--- src/rtl/psum_pass_ctrl_pkg.sv ---
// rtl/psum_pass_ctrl_pkg.sv - shared state encoding and width defaults for the partial-sum pass controller
package psum_pass_ctrl_pkg;

    localparam int PIX_W_DEF  = 15;
    localparam int PASS_W_DEF = 8;

    typedef enum logic [2:0] {
        ST_IDLE     = 3'd0,
        ST_REFRESH  = 3'd1,
        ST_RUN      = 3'd2,
        ST_DRAIN    = 3'd3,
        ST_PASS_END = 3'd4,
        ST_DONE     = 3'd5
    } state_e;

endpackage

--- src/rtl/psum_sat_counter.sv ---
// rtl/psum_sat_counter.sv - clearable up-counter that holds at all-ones instead of wrapping
module psum_sat_counter #(
    parameter int W = 8
) (
    input  logic         system_clk,
    input  logic         rst_n,
    input  logic         clr,
    input  logic         inc,
    output logic [W-1:0] cnt
);

    always_ff @(posedge system_clk or negedge rst_n) begin
        if (!rst_n) begin
            cnt <= '0;
        end else if (clr) begin
            cnt <= '0;
        end else if (inc && (cnt != '1)) begin
            cnt <= cnt + W'(1);
        end
    end

endmodule

--- src/rtl/psum_pass_ctrl.sv ---
// rtl/psum_pass_ctrl.sv - sequences input-channel passes over the output buffer (overwrite, then accumulate)
// Optional write-overflow detection enabled by defining PSUM_CTRL_OVERFLOW_CHECK_EN.
module psum_pass_ctrl
    import psum_pass_ctrl_pkg::*;
#(
    parameter int PIX_W  = PIX_W_DEF,
    parameter int PASS_W = PASS_W_DEF
) (
    input  logic              system_clk,
    input  logic              rst_n,
    input  logic              cfg_start,
    input  logic [PASS_W-1:0] cfg_pass_num,
    input  logic [PIX_W:0]    cfg_pixel_num,
    input  logic              cfg_abort,
    input  logic              issue_valid,
    output logic              issue_ready,
    input  logic              feature_valid,
    output logic              refresh_req,
    output logic              adder_pulse,
    output logic              accumulate_en,
    output logic              last_pass,
    output logic              pass_done,
    output logic              layer_done,
    output logic              busy,
    output logic              err_overflow
);

    state_e            state;
    state_e            state_nxt;
    logic [PASS_W-1:0] pass_num;
    logic [PASS_W-1:0] pass_num_nxt;
    logic [PASS_W-1:0] pass_idx;
    logic [PASS_W-1:0] pass_idx_nxt;
    logic [PIX_W:0]    pix_num;
    logic [PIX_W:0]    issue_cnt;
    logic [PIX_W:0]    wr_cnt;
    logic [PIX_W+1:0]  wr_sum;
    logic              start_hit;
    logic              abort_hit;
    logic              fire;
    logic              last_fire;
    logic              wr_reach;
    logic              is_last;
    logic              pass_inc;

    assign abort_hit    = cfg_abort && (state != ST_IDLE);
    assign start_hit    = cfg_start && !cfg_abort && (state == ST_IDLE);
    assign fire         = issue_valid && issue_ready;
    assign adder_pulse  = fire && accumulate_en;
    assign last_fire    = fire && (({1'b0, issue_cnt} + (PIX_W+2)'(1)) == {1'b0, pix_num});
    // Count the write landing this cycle so DRAIN exits without an extra idle cycle.
    assign wr_sum       = {1'b0, wr_cnt} + (PIX_W+2)'(feature_valid);
    assign wr_reach     = wr_sum >= {1'b0, pix_num};
    assign is_last      = (pass_idx == (pass_num - PASS_W'(1)));
    assign pass_inc     = (state == ST_PASS_END) && !is_last && !abort_hit;
    assign pass_num_nxt = !start_hit ? pass_num :
                          (cfg_pass_num == '0) ? PASS_W'(1) : cfg_pass_num;
    assign pass_idx_nxt = start_hit ? '0 : (pass_inc ? pass_idx + PASS_W'(1) : pass_idx);

    psum_sat_counter #(.W(PIX_W+1)) u_issue_cnt (
        .system_clk (system_clk),
        .rst_n      (rst_n),
        .clr        (state == ST_REFRESH),
        .inc        (fire && (state == ST_RUN)),
        .cnt        (issue_cnt)
    );

    psum_sat_counter #(.W(PIX_W+1)) u_wr_cnt (
        .system_clk (system_clk),
        .rst_n      (rst_n),
        .clr        (state == ST_REFRESH),
        .inc        (feature_valid && ((state == ST_RUN) || (state == ST_DRAIN))),
        .cnt        (wr_cnt)
    );

    psum_sat_counter #(.W(PASS_W)) u_pass_idx (
        .system_clk (system_clk),
        .rst_n      (rst_n),
        .clr        (start_hit),
        .inc        (pass_inc),
        .cnt        (pass_idx)
    );

    always_comb begin
        state_nxt = state;
        if (abort_hit) begin
            state_nxt = ST_IDLE;
        end else begin
            case (state)
                ST_IDLE:     if (start_hit) state_nxt = ST_REFRESH;
                ST_REFRESH:  state_nxt = ST_RUN;
                ST_RUN: begin
                    if (pix_num == '0)  state_nxt = ST_PASS_END;
                    else if (last_fire) state_nxt = ST_DRAIN;
                end
                ST_DRAIN:    if (wr_reach) state_nxt = ST_PASS_END;
                ST_PASS_END: state_nxt = is_last ? ST_DONE : ST_REFRESH;
                ST_DONE:     state_nxt = ST_IDLE;
                default:     state_nxt = ST_IDLE;
            endcase
        end
    end

    // Outputs are decoded from the next state so they line up with the state they describe.
    always_ff @(posedge system_clk or negedge rst_n) begin
        if (!rst_n) begin
            state         <= ST_IDLE;
            pass_num      <= '0;
            pix_num       <= '0;
            issue_ready   <= 1'b0;
            refresh_req   <= 1'b0;
            accumulate_en <= 1'b0;
            last_pass     <= 1'b0;
            pass_done     <= 1'b0;
            layer_done    <= 1'b0;
            busy          <= 1'b0;
        end else begin
            state    <= state_nxt;
            pass_num <= pass_num_nxt;
            if (start_hit) begin
                pix_num <= cfg_pixel_num;
            end
            issue_ready   <= (state_nxt == ST_RUN) && (pix_num != '0);
            refresh_req   <= (state_nxt == ST_REFRESH) || abort_hit;
            accumulate_en <= (state_nxt != ST_IDLE) && (pass_idx_nxt != '0);
            last_pass     <= (state_nxt != ST_IDLE) && (pass_idx_nxt == (pass_num_nxt - PASS_W'(1)));
            pass_done     <= (state_nxt == ST_PASS_END);
            layer_done    <= (state_nxt == ST_DONE);
            busy          <= (state_nxt != ST_IDLE);
        end
    end

`ifdef PSUM_CTRL_OVERFLOW_CHECK_EN
    logic ovf_hit;

    assign ovf_hit = feature_valid &&
                     ((state == ST_IDLE) || (state == ST_REFRESH) ||
                      (state == ST_PASS_END) || (state == ST_DONE) ||
                      (wr_cnt == pix_num));

    always_ff @(posedge system_clk or negedge rst_n) begin
        if (!rst_n) begin
            err_overflow <= 1'b0;
        end else if (start_hit) begin
            err_overflow <= 1'b0;
        end else if (ovf_hit) begin
            err_overflow <= 1'b1;
        end
    end
`else
    assign err_overflow = 1'b0;
`endif

endmodule

--- config.mk ---
export PLATFORM = sky130hd
export DESIGN_NAME = psum_pass_ctrl
export DESIGN_NICKNAME = d
export VERILOG_FILES = /design/src/rtl/psum_pass_ctrl_pkg.sv /design/src/rtl/psum_sat_counter.sv /design/src/rtl/psum_pass_ctrl.sv
export SDC_FILE = /design/constraint.sdc
export NUM_CORES = 1
export LEC_CHECK = 0
export CAP_MARGIN = 20
export CORE_ASPECT_RATIO = 0.9
export CORE_MARGIN = 2
export CORE_UTILIZATION = 40
export DETAILED_ROUTE_END_ITERATION = 16
export GPL_ROUTABILITY_DRIVEN = 0
export SETUP_SLACK_MARGIN = 0.5
export SYNTH_ARGS = -nofsm -noshare
export SYNTH_HDL_FRONTEND = slang
export SYNTH_SLANG_ARGS = --single-unit
--- constraint.sdc ---
create_clock -name system_clk -period 4.6 [get_ports system_clk]
set_clock_uncertainty 0.15 [all_clocks]
set_input_delay 0.46 -clock system_clk [delete_from_list [all_inputs] [get_ports system_clk]]
set_output_delay 0.46 -clock system_clk [all_outputs]
set_load 0.1 [all_outputs]
# [Word-level counts from Yosys, hierarchy flattened]
# Cells that the tools add are included.
[totals] ff_bits=74 in_bits=30 output_inout_bits=9
[op_classes] addsub=7 order_cmp=1 n_eq_ne=14 mux=17 n_reduce_logical=31
[ops] operator="two-way mux 16 bit" count=4
[ops] operator="two-way mux 8 bit" count=6
[ops] operator="adder 16 x 1 -> 16 bit (second input constant)" count=2
[ops] operator="!= test 16 bit (second input constant)" count=2
[ops] operator="two-way mux 3 bit" count=6
[ops] operator="adder 16 x 1 -> 17 bit" count=1
[ops] operator="adder 16 x 1 -> 17 bit (second input constant)" count=1
[ops] operator="== test 17 x 16 -> 1 bit" count=1
[ops] operator=">= comparator 17 x 16 -> 1 bit" count=1
[ops] operator="== test 8 bit" count=2
[ops] operator="logical AND 1 bit" count=16
[ops] operator="logical NOT 16 bit" count=1
[ops] operator="nonzero test 16 bit" count=1
[ops] operator="subtractor 8 x 1 -> 8 bit (second input constant)" count=2
[ops] operator="one-hot mux 3 bit (5 select lines)" count=1
[ops] operator="== test 3 x 2 -> 1 bit (second input constant)" count=3
[ops] operator="== test 3 bit (second input constant)" count=3
[ops] operator="adder 8 x 1 -> 8 bit (second input constant)" count=1
[ops] operator="logical NOT 8 bit" count=1
[ops] operator="!= test 8 bit (second input constant)" count=1
[ops] operator="nonzero test 8 bit" count=1
[ops] operator="== test 3 x 1 -> 1 bit (second input constant)" count=2
[ops] operator="nonzero test 2 bit" count=3
[ops] operator="nonzero test 3 bit" count=2
[ops] operator="other kinds (3)" count=6

# [Depth between registers and ports, before layout]
[logic_depth] word_depth=9 ltp_mapped=16 ltp_nobuf=15

# [By module]
# Synthesis repeated with hierarchy kept, for this count alone.
[unflattened] hier_cells=704 hier_area_um2=5900.7
[modules_own_cells] mod="psum_pass_ctrl" n_inst=1 cells_per_inst=459 area_per_inst_um2=3552.2
[modules_own_cells] mod="psum_sat_counter (u_issue_cnt ...)" n_inst=2 cells_per_inst=98 area_per_inst_um2=942.2
[modules_own_cells] mod="psum_sat_counter (u_pass_idx)" n_inst=1 cells_per_inst=49 area_per_inst_um2=464.2

# [Worst setup path after synthesis]
# OpenSTA, ideal clock, no wires.
[synth_path] path_kind="in2reg" from="input port cfg_abort" to="register last_pass" setup_time_ps=95 arrival_time_ps=3391 setup_slack_ps=964 stages=15 path_buffers=3 cell_sequence="nor2_1 -> nand3_1 -> clkbuf_1 -> clkbuf_1 -> mux2i_1 -> ha_1 -> clkbuf_1 -> nand2_1 -> mux2i_1 -> xor2_1 -> a2bb2oi_1 -> o21ai_2 -> a2111oi_4 -> nand4b_1 -> nor4b_2"
[synth_between] elab_chain_cells=8 word_cells_on_any_way=16 classes_between="1 x add/sub; 1 x eq/ne; 6 x mux; 8 x reduce/logical"
[synth_rtl] element="start, declared" line="psum_pass_ctrl.sv:14" rtl="input logic cfg_abort,"
[synth_rtl] element="branches (longest 7 deep; another with subtractor 8 x 1 -> 8 bit)"
[synth_rtl] element="logical AND 1 bit *" line="psum_pass_ctrl.sv:126" rtl="last_pass <= (state_nxt != ST_IDLE) && (pass_idx_nxt == (pass_num_nxt - PASS_W'(1)));"
[synth_rtl] element="end signal, assigned" line="psum_pass_ctrl.sv:126"
[synth_rtl] element="end, declared" line="psum_pass_ctrl.sv:21" rtl="output logic last_pass,"
# Every way passes the cells marked *.
# A chain may end at the register's enable or synchronous reset.

# [Final worst setup path]
[layout_path] from="input port feature_valid" to="register last_pass"
[layout_between] elab_chain_cells=7
[layout_rtl] element="start, declared" line="psum_pass_ctrl.sv:17" rtl="input logic feature_valid,"
[layout_rtl] element="adder 16 x 1 -> 17 bit" line="psum_pass_ctrl.sv:52" rtl="assign wr_sum = {1'b0, wr_cnt} + (PIX_W+2)'(feature_valid);"
[layout_rtl] element=">= comparator 17 x 16 -> 1 bit" line="psum_pass_ctrl.sv:53" rtl="assign wr_reach = wr_sum >= {1'b0, pix_num};"
[layout_rtl] element="two-way mux 3 bit" line="psum_pass_ctrl.sv:96" rtl="ST_DRAIN: if (wr_reach) state_nxt = ST_PASS_END;"
[layout_rtl] element="one-hot mux 3 bit (5 select lines)" line="psum_pass_ctrl.sv:89" rtl="case (state)"
[layout_rtl] element="two-way mux 3 bit" line="psum_pass_ctrl.sv:86" rtl="if (abort_hit) begin"
[layout_rtl] element="nonzero test 3 bit" line="psum_pass_ctrl.sv:126"
[layout_rtl] element="logical AND 1 bit" line="psum_pass_ctrl.sv:126"
# No other way between the ends.

==> metrics <==
Post-synth EDFFs 0; crit path from feature_valid; final WL 14200 µm; post-synth top area share 33.7%; CTS Buf Count 9; clk sinks 74; post-DP HPWL 10500 µm; simple-gate share of the synthesized area 24.5%; Root Driver clkbuf_16; Max stage delay on crit path 600 ps; Clock power frac 30.4%; most used cell, CP ha_1; die width 128 µm; Ys Warns 0; setup_tns 0 ps; Synth async-reset ratio 100%; leakage 0.00267 µW; largest delay contributor family on the critical path compound AO/OA/AOI/OAI gates; Slew @ Worst Pin 994 ps; Starting Density 41.1%; Fmax 258 MHz; design internal power 1470 µW; share of cells above drive strength 1 5.81%; slowest CP cell a2111oi_1; Max VDD drop 0.235 mV; top cells by area, synth dfrtp_1, xnor2_1, ha_1; post-synthesis net count 721; fin crit share 84.1%; startpoint types input pin; largest family of logic cells by synthesized area simple AND/OR/NAND/NOR gates; first-pass GRT wire length 23600 µm; P_sw 843 µW; Seq/Total Area, Yosys 33.7%; final setup violation count 0; Max Cap Viol 0; mux cell area share after synthesis 2.25%; Setup CP Type input pin to flip-flop; hold buffer count at CTS 0; leading cell type in the layout, fill and taps excluded dfrtp_1; HP Class input pin to asynchronous set/reset pin; pin count of the biggest net entering global routing 75; Worst-Skew Late Latency 340 ps; Yosys top cell by area dfrtp_1; post-route ant nets 0; ys flop type dfrtp_1; combinational share of power 32.2%; Arr. time, crit path 3930 ps; # IOs 39; PwrDens 371 mW/mm²; post-synthesis compound-gate area fraction 16.8%; Remaining DRCs 0; RSZ-0062 raised after global routing no; Reg power frac 37.4%; initial antenna violation count 0; Yosys cell types 60; average footprint of a synthesized cell 8.23 µm²; clk slew on worst S/H paths 60 ps; Critical Path End Type flip-flop; min Tclk post-route 3870 ps; CP bufs+invs 2; # fillers 1261; reg-to-reg slack, setup 860 ps; Final Power 2310 µW; Critical Path Fanout Max 5; Yosys reg bits 74; fin. max-slew vios 0; adder and majority cell fraction of the synthesized area 5.24%; Max clock buf depth 2; Die ar. 0.0147 mm²; # port buffers 37; drt first pass iters 5; commonest cells after routing, fill and taps aside dfrtp_1, nand2_1, nor2_1, o21ai_0, xnor2_1; H-Tree Depth 3; antenna fix cells 0; TritonCTS clock tree built; Die Ht 115 µm; 1st-iter DRT viols 363; gr ovfl total 0; gate count after technology mapping 668; Worst Path Required 4660 ps; Final Hold Viols 0; Synth Area in XOR/XNOR 11.5%; # nets final 737; Avg Vias per Cell 5.71; Net Sw Frac 36.4%; status finished clean; reg2reg start u_wr_cnt.cnt[0]; cell area after synthesis 0.00550 mm²; cells along the critical path clkdlybuf4s50_1 > ha_1 > ha_1 > xor2_1 > ha_1 > nand2_1 > o21ai_0 > a41oi_1 > a2111oi_1 > buf_4 > nor2_1 > a211oi_1 > nand3_1 > nor4b_2; Slew headroom 33.5%; WL per Instance 16.6 µm; vias 4887; vias in the first global route 4613; area added between synthesis and finish 13.6%; Core ar. 0.0134 mm²; Rows 40; overall routing resource usage 20.3%
==> final timing paths <==
| path | depth (start not counted) | to |
|---|---|---|
| worst max register to register | 13 | last_pass |
| worst min register to register | 2 | pass_num[7] |
| max in group asynchronous | 1 | u_wr_cnt.cnt[14] |
| worst min-delay path | 1 | pass_num[1] |
| min in group system_clk | 2 | pass_num[7] |
| worst max-delay path | 14 | last_pass |
==> sequential cells by signal (all words and copies together), names as in the netlist <==
signal and flops:
pass_num 8, u_pass_idx.cnt 8, busy 1, u_wr_cnt.cnt 16
u_issue_cnt.cnt 16, refresh_req 1, last_pass 1, accumulate_en 1
state 3, pass_done 1, layer_done 1, pix_num 16
issue_ready 1
==> power groups by stage <==
stage / combinational, µW / sequential [µW] / clock, µW
floorplan: 522 / 869 / 0
global route: 823 / 881 / 746
finish: 746 / 866 / 703
CTS: 743 / 862 / 721
global placement: 719 / 868 / 0
detailed placement: 739 / 872 / 0
==> synthesized netlist by cell type, types with 3 or more instances <==
cell / count
and3_1: 10
and4_1: 4
nor2_1: 63
o211a_1: 3
xor2_1: 30
or3_1: 20
ha_1: 23
a31oi_1: 7
mux2i_1: 9
nor3_1: 16
o31ai_1: 14
nand3b_1: 3
nand4_1: 12
nand2_1: 63
a211oi_1: 4
o21ai_0: 57
a21oi_1: 20
nor2b_1: 8
or4_1: 3
o41ai_1: 4
a21boi_0: 3
a311oi_1: 4
dfrtp_1: 74
or2_2: 4
nand2b_1: 7
and2_1: 3
o211ai_1: 7
buf_2: 3
nand3_1: 31
xnor2_1: 42
inv_1: 36
nor4_1: 13
clkbuf_1: 31
==> area by class of cell <==
type,instances,area (µm²),area share [%]
Clock inverter,3,40.0,0.641
Sequential cell,74,1850,29.7
Clock buffer,12,246,3.95
Multi-Input combinational cell,517,3330,53.3
Timing Repair Buffer,46,435,6.97
Inverter,36,135,2.16
Tap cell,168,210,3.37
==> kinds of logic after synthesis <==
| kind of cell | Yosys count |
|---|---|
| and+or+nand+nor | 268 |
| AOI/OAI and AO/OA | 142 |
| buffers and inverters | 77 |
| DFF | 74 |
| xor gates and xnor gates | 72 |
| adders and majority gates | 23 |
| muxes | 11 |
| other | 1 |
==> metal layers <==
layer	global-route usage [%]	vias up	routed length (µm)
li1	-	2391	-
met1	30.4	2343	7180
met3	4.09	18	743
met4	5.27	0	189
met5	0	-	0
met2	29.9	135	6100
==> metrics by stage <==
step | setup WS, ps | utilization (%) | std cells | hold WS [ps] | cell area (µm²)
3_5_place_dp | 287 | 44.5 | 841 | 386 | 5950
6_report | 730 | 46.7 | 856 | 133 | 6240
5_1_grt | 535 | 46.7 | 856 | 208 | 6240
4_1_cts | 627 | 46.7 | 856 | 166 | 6240
2_1_floorplan | 964 | - | 668 | 14.4 | 5500
3_3_place_gp | 359 | 44.5 | 841 | 368 | 5950
==> repair_timing <==
action,CTS,global route
setup buffers,0,0
setup endpoints to repair,0,3
resized for setup,0,2
Note: power is estimated with default switching activity, not from simulation.
